**src/rtl/ahb_bus_pkg.sv**
```systemverilog
// Shared encodings for the 3-slave system bus: transfer types, data-phase
// select codes, response codes, the default address map and the state
// encoding of the default slave. No ports.
package ahb_bus_pkg;

    typedef enum logic [1:0] {
        HTRANS_IDLE   = 2'b00,
        HTRANS_BUSY   = 2'b01,
        HTRANS_NONSEQ = 2'b10,
        HTRANS_SEQ    = 2'b11
    } htrans_t;

    typedef enum logic [1:0] {
        SEL_NONE = 2'b00,
        SEL_S1   = 2'b01,
        SEL_S2   = 2'b10,
        SEL_S3   = 2'b11
    } sel_t;

    localparam logic HRESP_OKAY  = 1'b0;
    localparam logic HRESP_ERROR = 1'b1;

    // Default HADDR[31:28] regions of the three slaves
    localparam logic [3:0] S1_REGION_DEF = 4'h0;
    localparam logic [3:0] S2_REGION_DEF = 4'h1;
    localparam logic [3:0] S3_REGION_DEF = 4'h2;

    typedef enum logic [1:0] {
        DS_OKAY = 2'b00,
        DS_ERR1 = 2'b01,
        DS_ERR2 = 2'b10
    } ds_state_t;

endpackage

```
**src/rtl/ahb_default_slave.sv**
```systemverilog
// Default slave: answers a transfer to an unmapped address with the AHB
// two-cycle ERROR response (HREADY low + ERROR, then HREADY high + ERROR).
// Ports:
//   CLK, RST    clock; asynchronous active-high reset
//   ds_err_req  an unmapped NONSEQ/SEQ transfer is being accepted this edge
//   ds_hready   HREADY contribution while no real slave owns the data phase
//   ds_hresp    HRESP contribution while no real slave owns the data phase
module ahb_default_slave
    import ahb_bus_pkg::*;
(
    input  logic CLK,
    input  logic RST,
    input  logic ds_err_req,
    output logic ds_hready,
    output logic ds_hresp
);

    ds_state_t state, state_next;

    always_ff @(posedge CLK or posedge RST) begin
        if (RST) begin
            state <= DS_OKAY;
        end else begin
            state <= state_next;
        end
    end

    always_comb begin
        state_next = state;
        ds_hready  = 1'b1;
        ds_hresp   = HRESP_OKAY;
        case (state)
            DS_OKAY: begin
                if (ds_err_req) begin
                    state_next = DS_ERR1;
                end
            end
            DS_ERR1: begin
                // Stall cycle of the error; always completes, whatever the master does.
                ds_hready  = 1'b0;
                ds_hresp   = HRESP_ERROR;
                state_next = DS_ERR2;
            end
            DS_ERR2: begin
                // HREADY is high here, so a new address phase is sampled now.
                ds_hresp   = HRESP_ERROR;
                state_next = ds_err_req ? DS_ERR1 : DS_OKAY;
            end
            default: begin
                state_next = DS_OKAY;
            end
        endcase
    end

endmodule

```
**src/rtl/ahb_addr_decoder.sv**
```systemverilog
// Address decoder and data-phase response mux for the 3-slave system bus.
// Ports:
//   CLK, RST              clock; asynchronous active-high reset
//   HADDR, HTRANS         master address phase
//   HREADY_x, HRESP_x     per-slave ready/response (x = 1..3)
//   HSEL_x                combinational address-phase slave selects
//   SEL                   registered data-phase select for the read-data mux
//   HREADY, HRESP         bus ready/response returned to master and slaves
module ahb_addr_decoder
    import ahb_bus_pkg::*;
#(
    parameter logic [3:0] S1_REGION = S1_REGION_DEF,
    parameter logic [3:0] S2_REGION = S2_REGION_DEF,
    parameter logic [3:0] S3_REGION = S3_REGION_DEF
) (
    input  logic        CLK,
    input  logic        RST,
    input  logic [31:0] HADDR,
    input  logic [1:0]  HTRANS,
    input  logic        HREADY_1,
    input  logic        HREADY_2,
    input  logic        HREADY_3,
    input  logic        HRESP_1,
    input  logic        HRESP_2,
    input  logic        HRESP_3,
    output logic        HSEL_1,
    output logic        HSEL_2,
    output logic        HSEL_3,
    output logic [1:0]  SEL,
    output logic        HREADY,
    output logic        HRESP
);

    logic       active;
    logic       hit_1, hit_2, hit_3;
    logic       ds_err_req;
    logic       ds_hready, ds_hresp;
    sel_t       sel_d, sel_q;
    logic       unused_addr;

    // NONSEQ and SEQ both have HTRANS[1] set; IDLE/BUSY never select a slave.
    assign active = HTRANS[1];
    assign hit_1  = (HADDR[31:28] == S1_REGION);
    assign hit_2  = (HADDR[31:28] == S2_REGION);
    assign hit_3  = (HADDR[31:28] == S3_REGION);

    assign HSEL_1 = active & hit_1;
    assign HSEL_2 = active & hit_2;
    assign HSEL_3 = active & hit_3;

    assign unused_addr = &{1'b0, HADDR[27:0], HTRANS[0]};

    always_comb begin
        sel_d = SEL_NONE;
        if (HSEL_1) begin
            sel_d = SEL_S1;
        end else if (HSEL_2) begin
            sel_d = SEL_S2;
        end else if (HSEL_3) begin
            sel_d = SEL_S3;
        end
    end

    // Address phase is only accepted on an edge where HREADY is high, so a
    // stall freezes the data-phase owner regardless of HADDR/HTRANS.
    always_ff @(posedge CLK or posedge RST) begin
        if (RST) begin
            sel_q <= SEL_NONE;
        end else if (HREADY) begin
            sel_q <= sel_d;
        end
    end

    assign SEL = sel_q;

    assign ds_err_req = HREADY & active & ~(hit_1 | hit_2 | hit_3);

    ahb_default_slave u_default_slave (
        .CLK        (CLK),
        .RST        (RST),
        .ds_err_req (ds_err_req),
        .ds_hready  (ds_hready),
        .ds_hresp   (ds_hresp)
    );

    // HREADY never depends on HADDR/HTRANS, so ds_err_req forms no loop.
    always_comb begin
        HREADY = ds_hready;
        HRESP  = ds_hresp;
        case (sel_q)
            SEL_S1: begin
                HREADY = HREADY_1;
                HRESP  = HRESP_1;
            end
            SEL_S2: begin
                HREADY = HREADY_2;
                HRESP  = HRESP_2;
            end
            SEL_S3: begin
                HREADY = HREADY_3;
                HRESP  = HRESP_3;
            end
            default: begin
                HREADY = ds_hready;
                HRESP  = ds_hresp;
            end
        endcase
    end

endmodule

```
**config.mk**
```make
export PLATFORM = sky130hd
export DESIGN_NAME = ahb_addr_decoder
export DESIGN_NICKNAME = d
export VERILOG_FILES = /design/src/rtl/ahb_bus_pkg.sv /design/src/rtl/ahb_default_slave.sv /design/src/rtl/ahb_addr_decoder.sv
export SDC_FILE = /design/constraint.sdc
export NUM_CORES = 1
export LEC_CHECK = 0
export ABC_AREA = 1
export CORE_UTILIZATION = 26
export CTS_CLUSTER_SIZE = 10
export DETAILED_ROUTE_END_ITERATION = 16
export MAX_ROUTING_LAYER = met4
export PLACE_DENSITY_LB_ADDON = 0.25
export SLEW_MARGIN = 5
export SYNTH_ARGS = -nofsm -noshare
export SYNTH_HDL_FRONTEND = slang
export SYNTH_SLANG_ARGS = --single-unit
```
**constraint.sdc**
```tcl
create_clock -name CLK -period 1.8 [get_ports CLK]
set_input_delay 0.36 -clock CLK [delete_from_list [all_inputs] [get_ports CLK]]
set_output_delay 0.36 -clock CLK [all_outputs]
set_load 0.05 [all_outputs]
```
======== Yosys cells after proc, flatten, opt, wreduce, memory -nomap -nowiden ========
Cells that the tools add are included.
operators by class
  bitwise gates (word level) .............. 8
  div/mod/pow operators ................... 0
  shifts and indexed selects .............. 0
  equality and inequality tests ........... 8
  multiplexer cells ....................... 10
  $add $sub $neg .......................... 0
  multiply operators ...................... 0
  order comparisons ....................... 0
  reductions and logical operators ........ 3
operator list
  operator                                                count
  2-to-1 mux 2 bit                                        4
  == test 2 bit (second input constant)                   3
  case mux 1 bit (3 select lines)                         2
  case mux 2 bit (3 select lines)                         1
  AND 1 bit                                               5
  == test 2 x 1 -> 1 bit (second input constant)          2
  == test 4 x 1 -> 1 bit (second input constant)          1
  == test 4 x 2 -> 1 bit (second input constant)          1
  logical NOT 4 bit                                       1
  2-to-1 mux 1 bit                                        3
  logical NOT 2 bit                                       1
  inequality test 2 x 1 -> 1 bit (second input constant)  1
  OR 1 bit                                                2
  OR reduction 2 bit                                      1
  NOT 1 bit                                               1
storage, ports and cells
  logic and storage cells ................. 31
  memory bits (writable) .................. 0
  output and inout port bits .............. 7
  input port bits ......................... 42
  bits in read-only memories .............. 0
  memories kept ........................... 0
  flip-flop bits (word level) ............. 4
  latch bits .............................. 0

======== Longest topological paths before layout ========
  depth in word-level cells ............... 7
  mapped depth ............................ 7
  depth with buffers taken out ............ 7

======== By module ========
A second synthesis with hierarchy kept.
second synthesis, totals
  cells, all modules ...................... 64
  area, all modules ....................... 437.9 sq um
modules (own cells, without submodules)
  module             sequential area each (sq um)  instances  area an instance (sq um)  cells an instance
  ahb_addr_decoder   50.0                          1          260.2                     41
  ahb_default_slave  50.0                          1          177.7                     23

======== Worst setup path after synthesis ========
No wires, ideal clock.
  kind .................................... reg-to-output
  start ................................... reg sel_q[1], in the netlist SEL[1]
  end ..................................... out HRESP
  required time ........................... 1440 ps
  data arrival time ....................... 1409 ps
  buffers on the path ..................... 0
  stages on the path, launching flop included .. 4
  setup slack ............................. 31 ps
  cells stage by stage .................... dfrtp_1 -> inv_1 -> nand3_1 -> nand4_1
between the ends
  word-level cells in the longest chain between the ends .. 2
  elaborated cells on any way between the ends .. 4
  those cells by class .................... 3 x eq/ne; 1 x mux
RTL lines
  element                                                         line                    RTL
  from (decl)                                                     ahb_addr_decoder.sv:38  sel_t sel_d, sel_q;
  from (signal assigned)                                          ahb_addr_decoder.sv:70  sel_q <= sel_d;
  == test 2 bit / == test 2 x 1 -> 1 bit (equally long branches)  ahb_addr_decoder.sv:90  case (sel_q)
  case mux 1 bit (3 select lines) (*)                             ahb_addr_decoder.sv:90
  to (decl)                                                       ahb_addr_decoder.sv:31  output logic HRESP
Mark *: on every way between the ends. The rest lies on a longest branch, timed or not.

======== Final worst setup path ========
  start ................................... in HADDR[29]
  end ..................................... out HSEL_1
between the ends
  word-level cells in the longest chain between the ends .. 2
RTL lines
  element            line                    RTL
  from (decl)        ahb_addr_decoder.sv:18  input logic [31:0] HADDR,
  logical NOT 4 bit  ahb_addr_decoder.sv:43  assign hit_1 = (HADDR[31:28] == S1_REGION);
  AND 1 bit          ahb_addr_decoder.sv:47  assign HSEL_1 = active & hit_1;
  to (decl)          ahb_addr_decoder.sv:26  output logic HSEL_1,
Every way passes these cells.

==> impl_metrics.yaml <==
outcome:
  outcome: "complete, no violations"
power:
  p_sw_share_pct: 45.7
  ir_worst_vdd_v: 0.000586
  pwr-share-comb_pct: 68.8
  power_density_mw_per_mm2: 1100
  power.share.clock_pct: 14.0
  leakagePower_nw: 0.359
  switchingPower_mw: 0.355
  p_int_mw: 0.421
  power_frac_seq_pct: 17.2
  finalPower_mw: 0.776
drt:
  post_drt_wl_per_cell_um: 10.2
  wl_um: 973
  dr.pass1.iters: 4
  drc: 0
  viasPerCell: 4.61
  drtIter0Drc: 1
  ant_nets: 0
  num_vias: 438
flow_run:
  maxCapViolations: 0
clock_tree:
  htreeDepth: 1
  insertion_delay_ns: 0.23
  clkTransAtPathRegs_ns: 0.04
  cts_root_buf: "clkbuf_4"
  cts_buffers: 3
  cts-hold-fix-buffers: 0
  cts.sinks: 4
  clock_path_buffers: 2
  cts_tree: "built"
layout:
  regArea_sq_um: 100
  multiInputGateArea_sq_um: 255
  finalNetCount: 128
  drive_gt1_share_pct: 31.3
  syn2layout_area_growth_pct: 87.0
  final_cell_mix: "nand2_1, clkdlybuf4s50_1, nand3_1, inv_1, buf_4"
  fillCellCount: 123
  antenna_cells: 0
  stdcell_count: 95
logic_synthesis:
  ys_ff_latch: 4
  synth_area_leaders: "dfrtp_1, ha_1, nand3_1"
  syn_avg_cell_area_sq_um: 6.97
  synth-seq-area-share_pct: 26.6
  synth_fa_ha_area_share_pct: 13.3
  synth_top_family_by_area: "simple AND/OR/NAND/NOR gates"
  synth_compound_area_share_pct: 10.3
  yosys-mux-area-fraction_pct: 0
  synthCells: 54
  synth_xor_xnor_area_share_pct: 0
  netlist_area_sq_um: 377
  yosys.cell_types.count: 17
  synth_fp_nets: 100
  synth-simple-area-share_pct: 39.9
  ys.warnings.count: 0
  synth_top_cell_by_area: "dfrtp_1"
  yosysTopAreaCellShare_pct: 26.6
worst_setup_path:
  crit_fanout: 3
  r2r_cells: 7
  r2r_end: "u_default_slave.state[1]"
  r2r_start: "SEL[0]"
  start_kind: "primary input"
  arrival_ns: 1.41
  cp_data_required_time_ns: 1.44
  r2r_setup_slack_ns: 0.62
  setup.worst_path.class: "primary input to primary output"
  crit_path_end_kind: "primary output"
grt:
  grtUsageTotal_pct: 15.3
  grt_pass1_wl_um: 1530
  grt.overflow.total: 0
  grt_antenna_before_repair: 0
  grt_pass1_vias: 405
  grt_max_degree: 9
place:
  dp_hpwl_um: 780
  placed_cells: 90
  port_buffers: 19
  gp_congestion: 0.746
floorplanning:
  die_width_um: 40.1
  ios: 49
  die_area_sq_mm: 0.00160
  core_sq_mm: 0.00132
  rows: 13
  initial_utilization_pct: 28.6
  fp.dieH_um: 40.1
sta:
  period_share_pct: 98.5
  setup_viol: 0
  period_needed_ns: 1.77
  hold_viol: 0
  holdWs_ns: 0.313
  maxSlewHeadroom_pct: 84.2
  final-max-slew-violation-count: 0
  max_freq_mhz: 564
  tightest_slew_ns: 0.236
  fin_skew_ns: 0.00199
worst_hold_path:
  hp-class: "primary input to asynchronous set/reset pin"
## logic make-up after synthesis
kind of cell	Yosys count
simple gates	31
fa+ha+maj	4
buf+inv	10
compound gates	5
flops	4
## worst max path at each step
stage / start / end / slack [ns] / depth (start not counted)
global route: HADDR[29] / HSEL_1 / -0.006 / 5
global placement: HADDR[31] / HSEL_1 / -0.005 / 5
finish: HADDR[29] / HSEL_1 / 0.03 / 5
CTS: HADDR[31] / HSEL_2 / 0.001 / 5
detailed placement: HADDR[31] / HSEL_1 / -0.01 / 5
floorplan: SEL[1] / HRESP / 0.03 / 3
## power groups by stage
stage | Clock (mW) | Sequential (mW) | Combinational [mW]
after floorplan | 0 | 0.153 | 0.274
after global placement | 0 | 0.140 | 0.499
after detailed placement | 0 | 0.142 | 0.499
after CTS | 0.112 | 0.141 | 0.506
after global routing | 0.116 | 0.135 | 0.584
final | 0.109 | 0.133 | 0.534
## stage by stage
step                utilization [%]  instance area (sq um)   TNS, ns  worst slack (ns)
detailed placement             49.0                    646   -0.0136           -0.0136
global route                   53.5                    704  -0.00592          -0.00592
finish                         53.5                    704         0            0.0277
CTS                            51.2                    674         0           0.00144
global placement               49.0                    646  -0.00476          -0.00476
floorplan                         -                    377         0            0.0307
## area by class of cell
cell class              count  area share (%)
clock buffers               3            3.20
well taps                  15            2.66
flip-flops and latches      4            14.2
multi-input cells          40            36.2
repair buffers             23            38.4
inverters                  10            5.33
## layer usage
| layer | wire [um] | GRT usage [%] | up-vias | share of wire (%) |
|---|---|---|---|---|
| met1 | 372 | 15.2 | 183 | 38 |
| met5 | 0 | - | - | 0 |
| met2 | 460 | 25.0 | 23 | 47 |
| li1 | - | - | 227 | - |
| met4 | 23 | 10.3 | 0 | 2.4 |
| met3 | 116 | 5.56 | 5 | 12 |
## sequential cells by signal, summed over array words and instances (netlist names)
signal	cells
u_default_slave.state	2
SEL	2
## worst max-delay path, stage by stage
cell and delay [ns]:
clkdlybuf4s50_1 0.45, inv_1 0.09, nand2_2 0.09, nor3_4 0.25, buf_12 0.17
## Yosys cell counts, drive strengths merged
cell / n
nand2: 12
inv: 10
nand3: 10
nor2: 6
dfrtp: 4
ha: 4
o21ai: 3
nand4: 2
a21oi: 1
nor3: 1
o21bai: 1
## repair_timing
action,in CTS,in global routing
pin swaps,0,2
setup buffers,0,2
gates resized for setup,1,5
endpoints found under the setup margin,1,3
Note: power is estimated with default switching activity, not from simulation.
